### config.mk
export PLATFORM = sky130hd
export DESIGN_NAME = cursor_controller
export DESIGN_NICKNAME = d
export VERILOG_FILES = /design/src/rtl/cursor_controller.sv
export SDC_FILE = /design/constraint.sdc
export NUM_CORES = 1
export LEC_CHECK = 0
export CAP_MARGIN = 10
export CORE_UTILIZATION = 40
export CTS_CLUSTER_DIAMETER = 40
export DETAILED_ROUTE_END_ITERATION = 8
export GPL_TIMING_DRIVEN = 0
export PLACE_DENSITY = 0.59
export RECOVER_POWER = 100
export SETUP_SLACK_MARGIN = 0.4
export SLEW_MARGIN = 20
export SYNTH_ARGS = -nofsm -noshare
export SYNTH_HDL_FRONTEND = slang
export SYNTH_SLANG_ARGS = --single-unit
### constraint.sdc
create_clock -name clk -period 4.9 [get_ports clk]
set_clock_uncertainty 0.1 [all_clocks]
set_input_delay 0.98 -clock clk [delete_from_list [all_inputs] [get_ports clk]]
set_output_delay 0.98 -clock clk [all_outputs]
set_load 0.01 [all_outputs]
### src/rtl/cursor_controller.sv
`timescale 1ns/1ps
`default_nettype none
// +--------------------------------------------------------------------------+
// | Module      : cursor_controller                                          |
// | Description : Moves a drawing cursor from four direction buttons, with   |
// |               press-and-hold auto-repeat, and cycles the brush color on  |
// |               each btn_color press.                                      |
// |               Optional feature macro: CURSOR_WRAP_EN makes the cursor    |
// |               wrap at the canvas edges; when undefined it clamps.        |
// | Revision    : 1.0 - initial release                                      |
// +--------------------------------------------------------------------------+
module cursor_controller #(
   parameter int WIDTH        = 640,
   parameter int HEIGHT       = 480,
   parameter int REPEAT_DELAY = 25000000,
   parameter int REPEAT_RATE  = 2500000,
   parameter int COLOR_WIDTH  = 3
) (
   input  logic                        clk,
   input  logic                        reset_n,
   input  logic                        btn_up,
   input  logic                        btn_down,
   input  logic                        btn_left,
   input  logic                        btn_right,
   input  logic                        btn_color,
   output logic [$clog2(WIDTH)-1:0]    cursor_x,
   output logic [$clog2(HEIGHT)-1:0]   cursor_y,
   output logic [COLOR_WIDTH-1:0]      current_color,
   output logic                        moved
);

   // Coordinate widths; WIDTH and HEIGHT must be at least 2.
   localparam int c_XW      = $clog2(WIDTH);
   localparam int c_YW      = $clog2(HEIGHT);
   localparam int c_CNT_MAX = (REPEAT_DELAY > REPEAT_RATE) ? REPEAT_DELAY : REPEAT_RATE;
   localparam int c_CW      = $clog2(c_CNT_MAX + 1);

   localparam logic [c_CW-1:0]        c_DELAY_LOAD = c_CW'(REPEAT_DELAY - 1);
   localparam logic [c_CW-1:0]        c_RATE_LOAD  = c_CW'(REPEAT_RATE - 1);
   localparam logic [c_XW-1:0]        c_X_HOME     = c_XW'(WIDTH / 2);
   localparam logic [c_YW-1:0]        c_Y_HOME     = c_YW'(HEIGHT / 2);
   localparam logic [c_XW-1:0]        c_X_LAST     = c_XW'(WIDTH - 1);
   localparam logic [c_YW-1:0]        c_Y_LAST     = c_YW'(HEIGHT - 1);
   localparam logic [COLOR_WIDTH-1:0] c_COLOR_NONE = '0;
   localparam logic [COLOR_WIDTH-1:0] c_COLOR_BLUE = COLOR_WIDTH'(1);

   localparam logic [1:0] c_ST_IDLE   = 2'd0;
   localparam logic [1:0] c_ST_DELAY  = 2'd1;
   localparam logic [1:0] c_ST_REPEAT = 2'd2;

   logic [1:0]             r_state;
   logic [c_CW-1:0]        r_cnt;
   logic [3:0]             r_vec;
   logic [c_XW-1:0]        r_x;
   logic [c_YW-1:0]        r_y;
   logic                   r_moved;
   logic [COLOR_WIDTH-1:0] r_color;
   logic                   r_color_prev;

   logic [1:0]             w_dx;
   logic [1:0]             w_dy;
   logic [3:0]             w_vec;
   logic [c_XW:0]          w_x_sum;
   logic [c_YW:0]          w_y_sum;
   logic [c_XW-1:0]        w_x_next;
   logic [c_YW-1:0]        w_y_next;
   logic [1:0]             w_state_next;
   logic [c_CW-1:0]        w_cnt_next;
   logic [3:0]             w_vec_next;
   logic                   w_step;
   logic                   w_color_rise;
   logic [COLOR_WIDTH-1:0] w_color_inc;
   logic [COLOR_WIDTH-1:0] w_color_next;

   // Two-bit two's-complement direction per axis: +1, 0 or -1.
   assign w_dx  = {1'b0, btn_right} - {1'b0, btn_left};
   assign w_dy  = {1'b0, btn_down}  - {1'b0, btn_up};
   assign w_vec = {w_dx, w_dy};

   // Candidate positions, one bit wider so an underflow shows up in the MSB.
   assign w_x_sum = {1'b0, r_x} + {{(c_XW-1){w_dx[1]}}, w_dx};
   assign w_y_sum = {1'b0, r_y} + {{(c_YW-1){w_dy[1]}}, w_dy};

   // Resolve the next column, handling both canvas edges.
   always_comb begin
      w_x_next = w_x_sum[c_XW-1:0];
      if (w_dx[1] && w_x_sum[c_XW]) begin
`ifdef CURSOR_WRAP_EN
         w_x_next = c_X_LAST;
`else
         w_x_next = '0;
`endif
      end else if (!w_dx[1] && (w_x_sum > {1'b0, c_X_LAST})) begin
`ifdef CURSOR_WRAP_EN
         w_x_next = '0;
`else
         w_x_next = c_X_LAST;
`endif
      end
   end

   // Resolve the next row, handling both canvas edges.
   always_comb begin
      w_y_next = w_y_sum[c_YW-1:0];
      if (w_dy[1] && w_y_sum[c_YW]) begin
`ifdef CURSOR_WRAP_EN
         w_y_next = c_Y_LAST;
`else
         w_y_next = '0;
`endif
      end else if (!w_dy[1] && (w_y_sum > {1'b0, c_Y_LAST})) begin
`ifdef CURSOR_WRAP_EN
         w_y_next = '0;
`else
         w_y_next = c_Y_LAST;
`endif
      end
   end

   // Auto-repeat sequencing: decide when a step happens and what comes next.
   always_comb begin
      w_state_next = r_state;
      w_cnt_next   = r_cnt;
      w_vec_next   = r_vec;
      w_step       = 1'b0;
      case (r_state)
         c_ST_IDLE: begin
            if (w_vec != '0) begin
               w_step       = 1'b1;
               w_cnt_next   = c_DELAY_LOAD;
               w_vec_next   = w_vec;
               w_state_next = c_ST_DELAY;
            end
         end
         c_ST_DELAY, c_ST_REPEAT: begin
            if (w_vec == '0) begin
               w_state_next = c_ST_IDLE;
               w_cnt_next   = '0;
               w_vec_next   = '0;
            end else if (w_vec != r_vec) begin
               // A new combination restarts the hold as if freshly pressed.
               w_step       = 1'b1;
               w_cnt_next   = c_DELAY_LOAD;
               w_vec_next   = w_vec;
               w_state_next = c_ST_DELAY;
            end else if (r_cnt == '0) begin
               w_step       = 1'b1;
               w_cnt_next   = c_RATE_LOAD;
               w_state_next = c_ST_REPEAT;
            end else begin
               w_cnt_next   = r_cnt - c_CW'(1);
            end
         end
         default: begin
            w_state_next = c_ST_IDLE;
            w_cnt_next   = '0;
            w_vec_next   = '0;
         end
      endcase
   end

   // Next brush color: increment with wrap, never landing on the "no color" code.
   assign w_color_rise = btn_color & ~r_color_prev;
   assign w_color_inc  = r_color + COLOR_WIDTH'(1);
   assign w_color_next = (w_color_inc == c_COLOR_NONE) ? (w_color_inc + COLOR_WIDTH'(1))
                                                        : w_color_inc;

   // Repeat state, down-counter and latched direction.
   always_ff @(posedge clk or negedge reset_n) begin
      if (!reset_n) begin
         r_state <= c_ST_IDLE;
         r_cnt   <= '0;
         r_vec   <= '0;
      end else begin
         r_state <= w_state_next;
         r_cnt   <= w_cnt_next;
         r_vec   <= w_vec_next;
      end
   end

   // Cursor position and the moved pulse; a fully clamped step is not a move.
   always_ff @(posedge clk or negedge reset_n) begin
      if (!reset_n) begin
         r_x     <= c_X_HOME;
         r_y     <= c_Y_HOME;
         r_moved <= 1'b0;
      end else begin
         r_moved <= w_step && ((w_x_next != r_x) || (w_y_next != r_y));
         if (w_step) begin
            r_x <= w_x_next;
            r_y <= w_y_next;
         end
      end
   end

   // Brush color advances once per btn_color rising edge.
   always_ff @(posedge clk or negedge reset_n) begin
      if (!reset_n) begin
         r_color      <= c_COLOR_BLUE;
         r_color_prev <= 1'b0;
      end else begin
         r_color_prev <= btn_color;
         if (w_color_rise) begin
            r_color <= w_color_next;
         end
      end
   end

   assign cursor_x      = r_x;
   assign cursor_y      = r_y;
   assign current_color = r_color;
   assign moved         = r_moved;

endmodule
`default_nettype wire

==> metrics.yaml <==
run:
  maxCapViolCount: 1
timing:
  finalCritPeriodShare_pct: 107
  fin_ws_ns: -0.340
  finalHoldViolCount: 0
  fmax_ghz: 0.191
  whs_ns: 0.407
  fin_setup_tns_ns: -0.340
  maxSlewViolCount: 39
  worst_pin_slew_ns: 2.14
  rsz0062_at_grt: "yes"
  fin_crit_ns: 5.24
  slew_headroom_pct: -42.9
  setup_viol: 1
drt:
  drc_errors: 1
  wl_per_cell_um: 17.7
  drt_wl_total_um: 14500
  drtPass1Iterations: 7
  initialDrtViolationCount: 292
  vias: 5020
  viasPerCell: 6.11
  antenna_left: 0
floorplan:
  rows: 39
  die_h_um: 112
  initial_utilization_pct: 41.9
  fp.dieArea_um2: 12600
  ioPinCount: 30
  coreArea_um2: 11600
  die_w_um: 112
worst_hold_path:
  hold_class: "reg -> reg"
global_route:
  grt_pass1_wl_um: 23500
  grt_pass1_vias: 4633
  antenna_found_initial: 0
  grt_max_degree: 39
  overflow: 0
  groute.usage.overall_pct: 23.2
clocking:
  path_clk_slew_ns: 0.08
  cts_tree: "built"
  cts-root-buf: "clkbuf_16"
  cts.sinks: 55
  clock_latency_ns: 0.31
  htreeDepth: 2
  clock_path_buffers: 2
  cts_buffers: 5
  cts_hold_buf: 0
setup_path:
  start_kind: "input port"
  worstPathRequired_ns: 4.96
  crit_top_cell: "buf_8"
  end_kind: "flip-flop"
  max_stage_delay_ns: 0.49
  slowest_stage: "or4b_1"
  crit_fanout: 8
  cp.arrival_ns: 5.30
  path_class: "in -> reg"
placed_design:
  gp_congestion: 0.853
  io_buffers: 29
  dp_hpwl_um: 10100
power_and_ir_drop:
  p_leak_uw: 0.00233
  power-per-cell-area_nw_per_um2: 590
  worst_ir_drop_vdd_v: 0.000319
cells_and_area:
  final_common_cell: "o21ai_0"
  antenna_cells: 0
  area_delta_synth_final_pct: 22.1
  final_cell_mix: "o21ai_0, nand2_1, nor2_1"
  drive_above_1_share_pct: 17.1
  final_util_pct: 51.2
  fin_nets: 700
  num-fill-cells: 1120
synthesis:
  synthCells: 618
  synth_ff_type: "dfrtp_1"
  synth_cell_types: 80
  synth_nets: 641
  ys.warnings.count: 0
  ys_seq_area_share_pct: 28.5
  syn_area_um2: 4870
  synth-seq-cells: 55
  async_flop_share_pct: 100
  synth-edff-count: 0
  syn_area_per_cell_um2: 7.87
status:
  violations: "design-rule violations, max-capacitance violations, max-slew violations, negative setup slack"
  status: "finished, violations left"
[flip-flops by register name, indices dropped and copies added (netlist names)]
register / cells
r_cnt: 25
cursor_x: 10
cursor_y: 9
r_vec: 4
current_color: 3
r_state: 2
moved: 1
r_color_prev: 1
[power by group]
part           total (uW)  switching [uW]  internal, uW
combinational        2250            1280           975
sequential            851             195           656
clock                 400             192           208
[metal layers]
layer / track usage, % / vias to the layer above / share of wire, %
li1: - / 2402 / -
met1: 30.3 / 2448 / 44
met2: 40.0 / 140 / 48
met3: 2.97 / 30 / 5.3
met4: 6.93 / 0 / 2.3
met5: 0 / - / 0
[what timing repair did]
item                                    4_1_cts  5_1_grt
buffers inserted                              9       13
endpoints found under the setup margin       17       14
gates resized for setup                      31       28
pin swaps                                    13       17
[worst max-delay path: cells and delay by family]
kind | cells | cell delay (ns)
and+or+nand+nor | 8 | 1.74
AOI/OAI and AO/OA | 6 | 1.10
buffers and inverters | 7 | 0.72
xor gates and xnor gates | 1 | 0.18
adders and majority gates | 3 | 0.58
[metrics by stage]
| step | total power [uW] | setup slack [ns] | area [um2] | instances |
|---|---|---|---|---|
| 2_1_floorplan | 2290 | -0.307 | 4940 | 618 |
| 3_3_place_gp | 2890 | -1.78 | 5410 | 790 |
| 3_5_place_dp | 2930 | -1.83 | 5430 | 791 |
| 4_1_cts | 3390 | -0.391 | 5730 | 808 |
| 5_1_grt | 3780 | -0.503 | 5940 | 821 |
| 6_report | 3500 | -0.340 | 5940 | 821 |
[synthesized netlist by cell type, drive strengths merged, types with 13 or more instances]
| cell | count | share of area, % |
|---|---|---|
| o21ai | 69 | 7.2 |
| xor2 | 13 | 2.5 |
| buf | 20 | 2.6 |
| xnor2 | 16 | 3.0 |
| ha | 16 | 4.1 |
| a21oi | 39 | 4.0 |
| nand3 | 15 | 1.6 |
| inv | 26 | 2.0 |
| dfrtp | 48 | 25 |
| nand2 | 62 | 4.8 |
| nor3 | 20 | 2.1 |
| clkbuf | 25 | 1.9 |
| nor2 | 53 | 4.4 |
[path summary, 6_finish.rpt]
check | startpoint | to | slack [ns] | depth (start not counted)
setup / recovery | btn_right | moved$_DFF_PN0_ | -0.34 | 25
setup reg to reg | cursor_x[1]$_DFFE_PN0P_ | moved$_DFF_PN0_ | 0.33 | 22
max in group asynchronous | reset_n | r_cnt[17]$_DFFE_PN0P_ | 1.39 | 2
hold / removal | r_cnt[22]$_DFFE_PN0P_ | r_cnt[22]$_DFFE_PN0P_ | 0.41 | 2
min in group asynchronous | reset_n | cursor_x[9]$_DFFE_PN0P_ | 0.75 | 1
hold reg to reg | r_cnt[22]$_DFFE_PN0P_ | r_cnt[22]$_DFFE_PN0P_ | 0.41 | 2
[layout make-up]
cell class	instances	area [um2]	share of cell area, %
buffer	45	295	4.97
clock buffer	6	139	2.34
inverter	28	120	2.02
sequential	55	1390	23.3
multi-input combinational	490	3340	56.3
tap	143	179	3.01
clock inverter	2	17.5	0.295
timing repair buffer	52	463	7.79
[cell families (layout without fill, tap and decap cells)]
group                    count (synthesis)  count (layout)  share of synthesized area [%]
flip-flops                              55              55                           28.5
AO/OA/AOI/OAI                          201             201                           27.1
adder cells (fa/ha/maj)                 16              16                           4.11
buffers and inverters                   73             133                           6.71
AND/OR/NAND/NOR                        236             236                           26.2
XOR/XNOR                                29              29                           5.53
multiplexers                             8               8                           1.90
No activity file was read; power rests on OpenSTA's default activity.
